**src/rtl/uart_tx_result_ctrl.sv**
```systemverilog
// Sends a 16-bit result to uart_basic as two bytes, low byte first, with a
// programmable settle delay before byte 0 and an idle gap between the bytes.
module uart_tx_result_ctrl #(
  parameter int INTER_BYTE_DELAY        = 1000000,
  parameter int WAIT_FOR_REGISTER_DELAY = 100,
  parameter int BUSY_TIMEOUT            = 16
) (
  input  logic        clk,
  input  logic        reset,
  input  logic        trigger,
  input  logic [15:0] result,
  input  logic        tx_busy,
  output logic [7:0]  tx_data,
  output logic        tx_start,
  output logic        busy,
  output logic        done,
  output logic [3:0]  status
);

  // state    | meaning
  // IDLE     | waiting for trigger; result captured on acceptance
  // REG_WAIT | settle delay before the first byte
  // SEND_LSB | one-cycle tx_start with data_reg[7:0]
  // WAIT_LSB | wait for uart_basic to finish byte 0 (or busy timeout)
  // GAP      | inter-byte idle gap
  // SEND_MSB | one-cycle tx_start with data_reg[15:8]
  // WAIT_MSB | wait for uart_basic to finish byte 1 (or busy timeout)
  // DONE     | one-cycle done pulse

  localparam int MAX_AB = (INTER_BYTE_DELAY > WAIT_FOR_REGISTER_DELAY) ?
                          INTER_BYTE_DELAY : WAIT_FOR_REGISTER_DELAY;
  localparam int MAX_P  = (MAX_AB > BUSY_TIMEOUT) ? MAX_AB : BUSY_TIMEOUT;
  localparam int CW     = (MAX_P < 1) ? 1 : $clog2(MAX_P + 1);

  localparam bit REG_ZERO  = (WAIT_FOR_REGISTER_DELAY == 0);
  localparam bit GAP_ZERO  = (INTER_BYTE_DELAY == 0);
  localparam bit BT_ZERO   = (BUSY_TIMEOUT == 0);
  localparam logic [CW-1:0] REG_LAST = CW'(REG_ZERO ? 0 : WAIT_FOR_REGISTER_DELAY - 1);
  localparam logic [CW-1:0] GAP_LAST = CW'(GAP_ZERO ? 0 : INTER_BYTE_DELAY - 1);
  localparam logic [CW-1:0] BT_LAST  = CW'(BT_ZERO ? 0 : BUSY_TIMEOUT - 1);
  localparam logic [CW-1:0] CNT_MAX  = '1;

  typedef enum logic [2:0] {
    IDLE     = 3'd0,
    REG_WAIT = 3'd1,
    SEND_LSB = 3'd2,
    WAIT_LSB = 3'd3,
    GAP      = 3'd4,
    SEND_MSB = 3'd5,
    WAIT_MSB = 3'd6,
    DONE     = 3'd7
  } state_t;

  state_t        state_q, state_d;
  logic [CW-1:0] counter_q, counter_d, counter_inc;
  logic          busy_seen_q, busy_seen_d;
  logic [15:0]   data_reg_q, data_reg_d;
  logic [7:0]    tx_data_q, tx_data_d;

  always_ff @(posedge clk or posedge reset) begin
    if (reset) begin
      state_q     <= IDLE;
      counter_q   <= '0;
      busy_seen_q <= 1'b0;
      data_reg_q  <= 16'h0000;
      tx_data_q   <= 8'h00;
    end else begin
      state_q     <= state_d;
      counter_q   <= counter_d;
      busy_seen_q <= busy_seen_d;
      data_reg_q  <= data_reg_d;
      tx_data_q   <= tx_data_d;
    end
  end

  // Saturating increment so a long busy phase can never wrap the counter.
  assign counter_inc = (counter_q == CNT_MAX) ? counter_q : counter_q + 1'b1;

  always_comb begin
    state_d     = state_q;
    counter_d   = counter_q;
    busy_seen_d = busy_seen_q;
    data_reg_d  = data_reg_q;
    tx_data_d   = tx_data_q;
    case (state_q)
      IDLE: begin
        if (trigger) begin
          data_reg_d = result;
          counter_d  = '0;
          state_d    = REG_WAIT;
        end
      end
      REG_WAIT: begin
        // tx_data is loaded on entry so it is stable throughout the SEND cycle.
        if (REG_ZERO || counter_q == REG_LAST) begin
          tx_data_d = data_reg_q[7:0];
          state_d   = SEND_LSB;
        end else begin
          counter_d = counter_inc;
        end
      end
      SEND_LSB: begin
        counter_d   = '0;
        busy_seen_d = 1'b0;
        state_d     = WAIT_LSB;
      end
      WAIT_LSB, WAIT_MSB: begin
        counter_d = counter_inc;
        if (tx_busy) begin
          busy_seen_d = 1'b1;
        end else if (busy_seen_q || BT_ZERO || counter_q == BT_LAST) begin
          counter_d = '0;
          state_d   = (state_q == WAIT_LSB) ? GAP : DONE;
        end
      end
      GAP: begin
        if (GAP_ZERO || counter_q == GAP_LAST) begin
          tx_data_d = data_reg_q[15:8];
          state_d   = SEND_MSB;
        end else begin
          counter_d = counter_inc;
        end
      end
      SEND_MSB: begin
        counter_d   = '0;
        busy_seen_d = 1'b0;
        state_d     = WAIT_MSB;
      end
      DONE: begin
        state_d = IDLE;
      end
      default: begin
        state_d = IDLE;
      end
    endcase
  end

  assign tx_data  = tx_data_q;
  assign tx_start = (state_q == SEND_LSB) || (state_q == SEND_MSB);
  assign busy     = (state_q != IDLE);
  assign done     = (state_q == DONE);
  assign status   = {1'b0, state_q};

endmodule
```
**config.mk**
```make
export PLATFORM = sky130hd
export DESIGN_NAME = uart_tx_result_ctrl
export DESIGN_NICKNAME = d
export VERILOG_FILES = /design/src/rtl/uart_tx_result_ctrl.sv
export SDC_FILE = /design/constraint.sdc
export NUM_CORES = 1
export LEC_CHECK = 0
export ABC_AREA = 1
export CORE_ASPECT_RATIO = 2
export CORE_UTILIZATION = 50
export CTS_CLUSTER_SIZE = 8
export DETAILED_ROUTE_END_ITERATION = 6
export PLACE_DENSITY_LB_ADDON = 0.12
export SLEW_MARGIN = 20
export SYNTH_ARGS = -nofsm -noshare
export SYNTH_HDL_FRONTEND = slang
export SYNTH_SLANG_ARGS = --single-unit
```
**constraint.sdc**
```tcl
create_clock -name clk -period 1.7 [get_ports clk]
set_clock_uncertainty 0.15 [all_clocks]
set_input_delay 0.17 -clock clk [delete_from_list [all_inputs] [get_ports clk]]
set_output_delay 0.17 -clock clk [all_outputs]
set_load 0.02 [all_outputs]
```
* Yosys cells after proc, flatten, opt, wreduce, memory -nomap -nowiden
Cells that the tools add are included.
** Storage, ports and cells
- Bits in registers :: 48
- Input port bits :: 20
- Logic and storage cells :: 58
** Operators by class
- $add $sub $neg :: 1
- Eq/ne operators :: 19
- Multiplexer cells :: 19
- Reductions and logical operators :: 14
** Operator list (number)
- $mux 20 :: 6
- $pmux 20 s5 :: 1
- $eq 20x20->1 const B :: 2
- $pmux 3 s7 :: 1
- $add 20x1->20 const B :: 1
- $eq 20x4->1 const B :: 1
- $eq 20x7->1 const B :: 1
- $mux 8 :: 2
- $ne 2x2->1 const B :: 8
- $pmux 8 s2 :: 1
- $mux 3 :: 5
- $eq 3x3->1 const B :: 4
- $eq 3x2->1 const B :: 2
- $reduce_and 5->1 :: 1
- $reduce_bool 5->1 :: 1
- $reduce_and 2->1 :: 2
- $reduce_and 4->1 :: 1
- $reduce_bool 2->1 :: 2
- $reduce_or 2->1 :: 2
- $eq 3x1->1 const B :: 1
- $logic_not 3->1 :: 1
- $reduce_and 3->1 :: 1
- $reduce_bool 3->1 :: 1
- $logic_or 1x1->1 :: 2
- 3 further kinds :: 3

* Longest topological paths before layout
- Depth after elaboration :: 5
- Gate-level depth with buffers :: 13

* Worst setup path before layout
OpenSTA, ideal clock, no wires.
- Path type :: flip-flop to flip-flop
- Start point :: register state_q[0]
- End point :: register counter_q[10]
- Setup time :: 0.073 ns
- Data arrival time :: 1.835 ns
- Slack :: -0.358 ns
- Stages on the path, launching flop included :: 11
- Path buffers :: 1
- Period minus slack after synthesis :: 2.058 ns
- Cell sequence :: dfrtp_1 > inv_1 > ha_1 > nand2_1 > nor2_1 > inv_1 > nand2_1 > nor2_4 > buf_4 > nand3_1 > a21oi_2
** On the way
- Longest elaborated chain between the ends :: 4
- Elaborated cells between the ends (all ways) :: 15
- Those cells by class :: eq/ne (9); mux (1); reduce/logical (5)
** RTL lines
- from (decl) :: line 54 : state_t state_q, state_d;
- from (signal assigned) :: line 68 : state_q <= state_d;
- $eq 3x2->1 or $eq 3x3->1 (tied branches) :: line 85 : case (state_q)
- $reduce_or 2->1, on equally long branches
- $reduce_bool 5->1 (no source line)
- $reduce_and 4->1 (no source line)
- to (signal assigned) :: line 69 : counter_q <= counter_d;
- to (decl) :: line 55 : logic [CW-1:0] counter_q, counter_d, counter_inc;
Several ways; a longest one is shown, not always the timed one.
A chain may end at the register's enable or synchronous reset.

* Final worst setup path
- Start point :: register counter_q[1]
- End point :: register counter_q[0]
** On the way
- Longest elaborated chain between the ends :: 5
- Elaborated cells between the ends (all ways) :: 14
- Those cells by class :: eq/ne (6); mux (6); reduce/logical (2)
** RTL lines
- $eq 20x20->1 or $eq 20x4->1 (tied branches) :: line 77, 111
- $mux 20 or $logic_or 1x1->1 (tied branches) :: line 77, 111
- $mux 20 :: line 111 : end else if (busy_seen_q || BT_ZERO || counter_q == BT_LAST) begin
- $mux 20 :: line 109 : if (tx_busy) begin
- $pmux 20 s5 :: line 85
Several ways; a longest one is shown, not always the timed one. The select of a mux whose other input is x is not followed.

==> key figures <==
Run status
  • Status: finished with violations
  • Failing checks: setup timing

Finish
  • # fillers: between 200 and 300
  • Layout area overhead: 65.2%
  • Fin area: ~5000 um2
  • Final nets: approximately 570
  • Share of cells above drive strength 1: between 40 and 50%
  • Layout Cells excl Fill: 604
  • Diode count: 0
  • Layout Utilization: roughly 86%

Floorplanning
  • Core box area: approximately 5800 um2
  • Die area: between 6000 and 7000 um2
  • Die Y: around 110 um
  • Die width: 56.8 um
  • Initial Util: between 50% and 60%
  • # rows: 39
  • I/O pins: 35

Global route
  • Vias in the first global route: about 3700
  • Largest net degree at the start of global routing: 49
  • Global-route wire length before repair: approximately 18000 um
  • Gr ovfl total: 0
  • Tot GR Track Use: 38.7%
  • Initial antenna violation count: 0

Timing
  • RSZ-0062 raised after global routing: yes
  • Final period util: 138%
  • Fin. Hold Viols: 0
  • Setup ws final: -0.651 ns
  • Final setup violation count: 50
  • Post-route minimum period: approximately 2.4 ns
  • Max Clock Freq: ~430 MHz
  • Max-slew violation count: 0

Place
  • Placed Cells: ~570
  • Post-DP HPWL: around 6400 um
  • RD Place Congestion: about 1.0
  • DP Area: between 4000 and 5000 um2
  • Port Buffer Count: 33

Synth
  • Post-Synthesis Net Count: 430
  • Flops & latches, synth: between 40 and 50
  • Mean post-synth cell area: 7.43 um2
  • Seq/Total Area, Yosys: about 40%
  • Fraction of registers with async set/reset: 100%
  • Dominant synthesized flop cell: dfrtp_1
  • Unique masters post-synth: 34
  • Synth Instances: a little over 400
  • Number of synthesis warnings: 0
  • Mapped cell area: between 3000 and 4000 um2
  • Post-synth EDFFs: 0

Clocking
  • Clock tree sinks: 48
  • CTS Buf Count: 5
  • Skew-Pair Late Insertion Delay: approximately 0.30 ns
  • Longest Clk Path Bufs: 2
  • H-tree Lvls: 2
  • CTS clk-pin slew, worst paths: approximately 0.07 ns
  • CTS tree: built
  • Root Driver: clkbuf_16
  • CTS hold repair buffers: 0

Worst hold path
  • Hold crit path type: in -> async

Setup path
  • Crit path max fanout: 7
  • Crit path launch type: register
  • Crit path DAT: about 2.4 ns
  • CP Capture Type: register
  • Critical path class: reg -> reg
  • CP required: 1.78 ns

Drt
  • Number of routed nets with antenna violations: 0
  • DR vias/cell: roughly 6
  • DR iter-0 viols: between 300 and 400
  • # DRC: 0
  • Vias: ~3600
  • Wire length per cell: 21.8 um
  • Post-Route WL: 13100 um
  • Pre-antenna DRT Iters: 5

Power
  • Lkg Pwr: ~0.0025 uW
  • PD cells: 1880 nW/um2
  • Worst IR Drop VDD: about 1.6 mV

Job
  • Maxcap violations: 0
==> path summary, 6_finish.rpt <==
kind	slack, ns	to	start	cells after the start
worst max-delay path	-0.65	counter_q[0]	counter_q[1]	10
worst min-delay path	0.10	counter_q[3]	reset	3
worst max register to register	-0.65	counter_q[0]	counter_q[1]	10
worst min register to register	0.36	data_reg_q[13]	data_reg_q[13]	1
max in group asynchronous	1.04	state_q[1]	reset	3
min in group clk	0.34	data_reg_q[1]	result[1]	2
==> synth_stat cells (5+ instances only) <==
cell type	instances	area share [%]
dfrtp_1	48	40
mux2_2	14	5.2
o21ai_0	15	2.5
nand3_1	30	5.0
nor2_1	62	7.7
nand2_1	99	12
a21oi_1	10	1.7
nand4_1	11	2.3
inv_1	60	7.5
ha_1	5	2.1
mux2i_1	6	2.0
==> power by group <==
| group | internal, uW | switching, uW | total (uW) |
|---|---|---|---|
| clock | 738 | 456 | 1190 |
| combinational | 2860 | 3400 | 6250 |
| sequential | 1530 | 373 | 1900 |
| total | 5120 | 4230 | 9350 |
==> metrics by stage <==
stage,total power [uW],hold slack [ns],TNS [ns],setup slack [ns]
floorplan,4090,0.170,-2.20,-0.144
global placement,5210,0.320,-7.98,-0.371
detailed placement,5310,0.326,-8.24,-0.369
CTS,8240,0.0978,-9.72,-0.329
global route,9620,0.159,-26.11,-0.818
finish,9350,0.105,-20.43,-0.651
==> repair_timing <==
item / CTS / global route
cloned: 7 / 0
resized for setup: 92 / 52
setup endpoints to repair: 49 / 52
setup buffers: 15 / 6
pin swaps: 31 / 17
==> cells in the final DEF, fill, tap and decap left out, types with 2 or more instances in the layout <==
cell             count
clkbuf_16            5
inv_2                6
o21ai_2              2
buf_12               7
xor2_1               3
nand3_2              8
nor3_1               2
nand2_4              4
nor2_1              43
clkdlybuf4s50_1     28
dfrtp_1             44
o21ai_1             13
o22ai_2              2
a21oi_2              7
inv_1               51
nand3b_1             3
buf_6               10
buf_16               5
inv_4                4
nand2_8              4
o21ai_0              3
nand3_1             21
nand2_1             67
dlygate4sd2_1        2
a21oi_1              4
dfrtp_2              4
mux2_2              13
nor2_2              15
nor2_4               9
mux2i_1              6
nand2_2             27
ha_4                 4
nand4_1             11
nand3_4              5
buf_4               85
==> layer usage <==
layer  part of all wire [%]  vias up  global-route usage, %  wire length [um]
li1                       -     1558                      -                 -
met1                     31     1678                   36.1              4070
met2                     52      277                   69.4              6780
met3                    8.4      107                   6.74              1110
met4                    9.0        0                   34.0              1180
met5                      0        -                      0                 0
==> registers in the layout, summed over array words and instances, names as in the netlist <==
| signal | cells |
|---|---|
| counter_q | 20 |
| data_reg_q | 16 |
| state_q | 3 |
| busy_seen_q | 1 |
| tx_data | 8 |
==> cells by family (layout without fill, tap and decap cells) <==
family                   Yosys count  count (layout)  share of synthesized area, %
AND/OR/NAND/NOR                  220             221                          32.7
AO/OA/AOI/OAI                     37              37                          6.95
buffers and inverters             71             208                          10.1
other                              1               1                         0.125
flip-flops                        48              48                          39.9
adder cells (fa/ha/maj)            5               5                          2.08
multiplexers                      20              20                          7.24
XOR/XNOR                           3               3                         0.874
==> cell type report <==
| cell class | count | area (um2) | area share [%] |
|---|---|---|---|
| timing repair buffer | 138 | 1330 | 26.8 |
| clock buffer | 6 | 139 | 2.80 |
| clock inverter | 2 | 38.8 | 0.781 |
| tap | 61 | 76.3 | 1.54 |
| inverter | 62 | 248 | 4.99 |
| sequential | 48 | 1210 | 24.3 |
| multi-input combinational | 287 | 1930 | 38.8 |
==> critical path, cell delays in order, from the launching register on <==
cell      delay [ns]
dfrtp_1         0.43
ha_4            0.19
nand3_1         0.12
nor2_2          0.31
nand4_1         0.25
nand2_1         0.19
nor2_4          0.07
buf_12          0.14
buf_12          0.14
nand2_8         0.10
a21boi_2        0.18
No activity file was read; power rests on OpenSTA's default activity.
